[config.mk]
export PLATFORM = sky130hd
export DESIGN_NAME = i2s_bram_capture
export DESIGN_NICKNAME = d
export VERILOG_FILES = /design/src/rtl/i2s_bram_capture.sv
export SDC_FILE = /design/constraint.sdc
export NUM_CORES = 1
export LEC_CHECK = 0
export ABC_CLOCK_PERIOD_IN_PS = 4310
export CORE_MARGIN = 4
export CORE_UTILIZATION = 50
export DETAILED_ROUTE_END_ITERATION = 7
export PLACE_DENSITY_LB_ADDON = 0.05
export SYNTH_ARGS = -nofsm -noshare
export SYNTH_HDL_FRONTEND = slang
export SYNTH_SLANG_ARGS = --single-unit
[constraint.sdc]
create_clock -name clk -period 4.31 [get_ports clk]
set_input_delay 0.6465 -clock clk [delete_from_list [all_inputs] [get_ports clk]]
set_output_delay 0.6465 -clock clk [all_outputs]
set_load 0.01 [all_outputs]
[src/rtl/i2s_bram_capture.sv]
// i2s_bram_capture: buffers signed 16-bit samples in a small FIFO and writes them
// sequentially into PS-shared BRAM, one sign-extended sample per 32-bit word.
module i2s_bram_capture #(
    parameter int NUM_WORDS           = 256,
    parameter int CAPTURE_LEN         = NUM_WORDS,
    parameter int FIFO_DEPTH          = 8,
    parameter int BRAM_ADDR_INCREMENT = 4
) (
    input  logic        clk,
    input  logic        rst,
    output logic [31:0] BRAM_addr,
    output logic        BRAM_clk,
    output logic [31:0] BRAM_din,
    input  logic [31:0] BRAM_dout,
    output logic        BRAM_en,
    output logic        BRAM_rst,
    output logic [3:0]  BRAM_we,
    input  logic        arm,
    input  logic        sample_valid,
    input  logic [15:0] sample_in,
    output logic        busy,
    output logic        done,
    output logic        overflow,
    output logic [15:0] words_written
);
    localparam int AW  = $clog2(FIFO_DEPTH);
    localparam int LEN = (CAPTURE_LEN < NUM_WORDS) ? CAPTURE_LEN : NUM_WORDS;

    typedef enum logic [1:0] {IDLE, CAPTURE, DONE} state_t;

    state_t        state, state_nxt;
    logic [15:0]   mem [FIFO_DEPTH];
    logic [AW-1:0] rd_ptr, wr_ptr;
    logic [AW:0]   count;
    logic [15:0]   accepted;
    logic          full, empty, room, push, pop, drop, start, fin;
    logic          unused_dout;

    assign BRAM_clk    = clk;
    assign unused_dout = ^BRAM_dout;
    assign full        = count == (AW+1)'(FIFO_DEPTH);
    assign empty       = count == '0;
    assign room        = accepted < 16'(LEN);
    assign start       = (state != CAPTURE) && arm;
    // full comes from registered occupancy, so a same-cycle pop never rescues a push
    assign push        = (state == CAPTURE) && sample_valid && room && !full;
    assign drop        = (state == CAPTURE) && sample_valid && room && full;
    assign pop         = (state == CAPTURE) && !empty;
    assign fin         = (words_written == 16'(LEN)) && empty;

    always_comb begin
        state_nxt = (state != CAPTURE) ? (arm ? CAPTURE : state) : (fin ? DONE : CAPTURE);
        busy      = state == CAPTURE;
        done      = state == DONE;
    end

    always_ff @(posedge clk) begin
        if (push) mem[wr_ptr] <= sample_in;
    end

    always_ff @(posedge clk) begin
        if (!rst) begin
            state         <= IDLE;
            rd_ptr        <= '0;
            wr_ptr        <= '0;
            count         <= '0;
            accepted      <= '0;
            words_written <= '0;
            overflow      <= 1'b0;
            BRAM_addr     <= '0;
            BRAM_din      <= '0;
            BRAM_en       <= 1'b0;
            BRAM_we       <= '0;
            BRAM_rst      <= 1'b1;
        end else begin
            state    <= state_nxt;
            BRAM_rst <= 1'b0;
            BRAM_en  <= pop;
            BRAM_we  <= {4{pop}};
            if (start) begin
                rd_ptr        <= '0;
                wr_ptr        <= '0;
                count         <= '0;
                accepted      <= '0;
                words_written <= '0;
                overflow      <= 1'b0;
            end else begin
                count <= count + (AW+1)'(push) - (AW+1)'(pop);
                if (push) begin
                    wr_ptr   <= wr_ptr + 1'b1;
                    accepted <= accepted + 16'd1;
                end
                if (pop) begin
                    rd_ptr        <= rd_ptr + 1'b1;
                    words_written <= words_written + 16'd1;
                    BRAM_addr     <= 32'(words_written) * 32'(BRAM_ADDR_INCREMENT);
                    BRAM_din      <= {{16{mem[rd_ptr][15]}}, mem[rd_ptr]};
                end
                if (drop) overflow <= 1'b1;
            end
        end
    end
endmodule

==> run_results.csv <==
group,metric,value,unit
logic_synthesis,yosysTopAreaCell,"edfxtp_1",
critical_path,critPathMaxStageDelay,0.47,ns
critical_path,reg2reg_from,"count[2]",
power_and_ir_drop,switching_power,1177,uW
die,io_pins,142,
drt,drtIter0Drc,316,
place,place_area,9224,um^2
clocking,ctsHoldBuffers,0,
power_and_ir_drop,p_comb_frac,0.148,
logic_synthesis,ys_warn_count,0,
place,gp_congestion,0.7898,
die,dieArea,18620,um^2
logic_synthesis,ys_types,47,
drt,drtPass1Iterations,4,
cells_and_area,areaGrowthSynthToFinish,20.53,%
clocking,cts_resized,0,
drt,routed_wl,17070,um
logic_synthesis,synth_common_cells,"edfxtp_1 (128), dfxtp_1 (79), a21oi_1 (66)",
critical_path,worstSetupEndpointType,"output pin",
logic_synthesis,synth.most_common_cell,"edfxtp_1",
die,die_w,136.5,um
power_and_ir_drop,p_total,4766,uW
cells_and_area,fin_nets,778,
critical_path,crit_start,"clk",
drt,remaining_drc_errors,0,
sta,tns,0,ns
sta,rsz0062_at_grt,"no",
sta,hold_ws,0.4528,ns
critical_path,cp-start-kind,"clock port",
global_route,grt.overflow.total,0,
power_and_ir_drop,swShare,0.2469,
place,io_buffers,93,
global_route,grt_util_all_layers,0.1868,
clocking,clkTransAtPathRegs,0.06,ns
logic_synthesis,ys_ff_latch,207,
clocking,cts_setup_buffers,0,
worst_hold_path,hp-class,"reg -> reg",
logic_synthesis,ys_seq_area_frac,0.6575,
clocking,insertion_delay,0.62,ns
critical_path,crit_fanout,2,
critical_path,cp.required,3.66,ns
critical_path,critPathBufInv,3,
sta,setup_viol,0,
sta,final-max-slew-violation-count,0,
logic_synthesis,syn_area_per_cell,13.02,um^2
power_and_ir_drop,pwr-share-seq,0.466,
global_route,grt_pass1_vias,5103,
drt,routedWlPerCell,18.04,um
drt,via_count,5024,
die,start_util,0.5157,
die,core_area,16000,um^2
critical_path,arrival,2.87,ns
logic_synthesis,synth_edf_count,128,
critical_path,cp_slowest_cell,"clkdlybuf4s50_1",
critical_path,cp_common_cell,"clkbuf_16",
power_and_ir_drop,p_int,3589,uW
logic_synthesis,synthFlopType,"edfxtp_1",
place,hpwl,10280,um
logic_synthesis,synthArstFlopShare,0,
critical_path,crit_chain,"clkbuf_16, clkbuf_16, clkdlybuf4s50_1",
cells_and_area,fin_util,0.6216,
power_and_ir_drop,ir_worst_vdd,0.0003437,V
global_route,grt_max_degree,53,
worst_hold_path,hold_start,"BRAM_addr[9]",
sta,finClkSkew,0.01892,ns
cells_and_area,drive_gt1_frac,0.09863,
logic_synthesis,netlist_area,8252,um^2
global_route,grt_pass1_wl,26770,um
clocking,cts_tree,"yes",
sta,slew_headroom,0.4310,
power_and_ir_drop,power-per-cell-area,479.2,nW/um^2
job,maxCapViolations,0,
power_and_ir_drop,p_leak,0.003290,uW
cells_and_area,fin_area,9946,um^2
die,rows,46,
power_and_ir_drop,clockPowerShare,0.386,
die,die_height,136.5,um
drt,viasPerCell,5.311,
critical_path,crit_family,"buffers and inverters",
sta,hold_viol_final,0,
critical_path,worstSetupPathType,"clk -> out",
sta,max_slew.worst_pin.slew,0.8534,ns
global_route,antenna_found_initial,0,
cells_and_area,diodes,0,
status,outcome,"complete, no violations",
logic_synthesis,synthCells,634,
drt,postRouteAntennaNets,0,
logic_synthesis,ys_top_cells_by_area,"edfxtp_1 (47%), dfxtp_1 (19%), mux4_2 (4.4%)",
logic_synthesis,synth_top_area_share,0.4658,
per-stage QoR:
step,setup slack [ns],std cells
after CTS,0.7882,946
after detailed placement,1.060,903
after floorplan,1.202,649
after global placement,1.060,903
final,0.7977,946
after global routing,0.7770,946
routing by layer:
| layer | track usage | vias to the layer above | routed length, um |
|---|---|---|---|
| met4 | 0.05599 | 0 | 318 |
| li1 | - | 2419 | - |
| met3 | 0.03442 | 23 | 803 |
| met2 | 0.3256 | 117 | 8637 |
| met5 | 0 | - | 0 |
| met1 | 0.2375 | 2465 | 7306 |
cells in the final DEF (no fill, tap or decap), drive strengths merged, types with 6 or more instances in the layout:
cell type and count:
ha 11, conb 16, o22ai 16, mux2i 32, edfxtp 128, mux4 16
and2 9, clkinv 7, clkbuf 36, clkdlybuf4s50 93, o21ai 27, xnor2 6
buf 16, a21oi 66, nor2 28, nand2 50, or3 9, xor2 9
inv 14, dfxtp 79, nand3 12
registers in the layout, summed over array words and instances (netlist names):
name           cells
wr_ptr             3
BRAM_rst           1
mem              128
accepted          16
rd_ptr             3
BRAM_addr         16
words_written     16
state              2
overflow           1
BRAM_we            1
BRAM_din          16
count              4
power by group through the flow:
stage                     Clock (uW)  Combinational (uW)  Sequential, uW
after global placement          23.6                 696            2260
after detailed placement        23.6                 714            2260
after CTS                       1890                 719            2220
final                           1840                 705            2220
after floorplan                 19.1                 460            2280
after global routing            1990                 775            2230
kinds of logic (layout without fill, tap and decap cells):
group | Yosys count | count (layout) | share of synthesized area
buffers and inverters | 85 | 166 | 0.05686
xor gates and xnor gates | 15 | 15 | 0.01592
DFF | 207 | 207 | 0.6575
adders and majority gates | 12 | 12 | 0.01911
other | 1 | 16 | 0.0004545
muxes | 48 | 48 | 0.08249
and+or+nand+nor | 148 | 148 | 0.09067
AOI/OAI and AO/OA | 118 | 118 | 0.07703
path summary, 6_finish.rpt:
check | to | slack, ns | cells past startpoint
setup / recovery | BRAM_clk | 0.80 | 3
hold / removal | BRAM_addr[9] | 0.45 | 2
setup reg to reg | count[2] | 1.26 | 12
hold reg to reg | BRAM_addr[9] | 0.45 | 2
area by class of cell:
cell class	count	area, um^2
clock buffers	37	676.9
repair buffers	108	1041
fillers	1262	6055
well taps	216	270.3
clock inverters	7	55.05
flip-flops and latches	207	5426
multi-input cells	357	2424
inverters	14	52.55
tightest hold or removal path, delay by kind of cell (launching register included):
family             cells  cell delay [ns]
and+or+nand+nor        1             0.05
AOI/OAI and AO/OA      1             0.05
DFF                    1             0.31
(Power assumes the default switching activity.)
==> RTL edit: new RTL, same flow settings <==
The parameter `FIFO_DEPTH` goes from 8 to 16.
--- a/src/rtl/i2s_bram_capture.sv
+++ b/src/rtl/i2s_bram_capture.sv
@@ -3,7 +3,7 @@
 module i2s_bram_capture #(
     parameter int NUM_WORDS           = 256,
     parameter int CAPTURE_LEN         = NUM_WORDS,
-    parameter int FIFO_DEPTH          = 8,
+    parameter int FIFO_DEPTH          = 16,
     parameter int BRAM_ADDR_INCREMENT = 4
 ) (
     input  logic        clk,
Behaviour: same outputs for any inputs over 4 cycles, from zero or initial values and one cycle with rst low; that may be too few to reach the edited logic, so the function may still have changed.
==> RTL edit against the original RTL <==
Count of clock-buffer cells in the layout rose by 13. Sequential cell count increased by 131. Cell area up 58%. Wire length grew 68%. Worst setup slack worse by 17 ps. Critical path depth increased by 11. Combinational power increased by 19%. Area after synthesis is 62% higher. Total power rose by 56%. Critical endpoint is now count[4]. Highest routed layer is now met5.
==> RTL edit: results (changes against the original RTL) <==
* Vias per inst at 5.74 (+8.1%)
* Leak at 5.00 nW (+52%)
* Met3 routed WL at 1810 µm (+130%)
* DRT Pass-1 Iters at 5 (+1)
* Largest net degree at the start of global routing at 39 (-26%)
* Initial antenna violation count at 2 (+2)
* Total Wirelength at 28600 µm (+68%)
* Number of global-route vias before repair at 7527 (+48%)
* Gr usage total at 19.8% (+1.1 points)
* Fin cells at 1277 (+35%)
* Pre-CTS setup slack at 693 ps (-367 ps)
* Sequential share of the synthesized area at 70.0% (+4.2 points)
* Global-route wire length before repair at 43400 µm (+62%)
* Worst-path maximum fanout at 22 (+20)
* Initial DRC count at 425 (+34%)
* Fill cells at 1953 (+55%)
* Max FFs per register at 256 (+100%)
* Gpl congestion at 0.784 (-0.76%)
* Metal-1 WL at 11900 µm (+62%)
* Top cells by count, synth: edfxtp_1 (256), dfxtp_1 (82), mux4_2 (64)
* Multi-input gate area at 0.00356 mm² (+47%)
* Max IR drop VDD at 460 µV (+34%)
* Placed inst area at 0.0146 mm² (+58%)
* Synthesized instance count at 814 (+28%)
* Cells after DPL at 1210 (+34%)
* Status: completed
* CP Data Arrival Time at 4020 ps (+1150 ps)
==> RTL edit: changes by cell type in the layout (fill, tap and decap cells not counted), moves of 13 or more <==
cell	before	now
o22ai_1	16	0
nand3_1	12	28
a21oi_1	66	35
clkbuf_16	25	39
edfxtp_1	128	256
buf_4	16	29
o21ai_0	27	9
o221ai_1	0	16
mux4_2	16	64
==> RTL edit: critical path, cell delays in order, from the launching register on <==
cell      delay, ps
dfxtp_1         320
inv_1            90
ha_1            170
or4b_1          680
nand2_1         180
inv_1           330
ha_1            410
inv_1            60
ha_1            150
inv_1            50
fa_1            390
nand2b_1        160
a21oi_1         180
o21ai_0          90
nor3b_1         140
==> RTL edit: final cells by class <==
cell class	instances	share of cell area, %
clock buffers	50	6.67
clock inverters	18	0.637
inverters	19	0.454
multi-input cells	394	22.7
flip-flops and latches	338	59.4
well taps	335	2.67
repair buffers	123	7.50
==> RTL edit: kinds of logic after synthesis <==
| group | share of synthesized area [%] |
|---|---|
| flip-flops | 70.0 |
| AND/OR/NAND/NOR | 6.78 |
| buffers and inverters | 3.92 |
| multiplexers | 13.2 |
| AO/OA/AOI/OAI | 3.65 |
| adder cells (fa/ha/maj) | 1.46 |
| XOR/XNOR | 0.985 |
| other | 0.0281 |
==> RTL edit: report_power, final <==
group | leakage (nW) | switching [mW] | internal, mW
Clock | 0.564 | 1.22 | 1.72
Combinational | 1.46 | 0.440 | 0.402
Sequential | 2.97 | 0.0880 | 3.57
Total | 5.00 | 1.75 | 5.69
==> RTL edit: worst paths after layout <==
path | from | endpoint | slack, ps | cells past startpoint
worst max-delay path | count[3] | count[4] | 780 | 14
worst min-delay path | accepted[15] | accepted[15] | 450 | 1
worst max register to register | count[3] | count[4] | 780 | 14
worst min register to register | accepted[15] | accepted[15] | 450 | 1
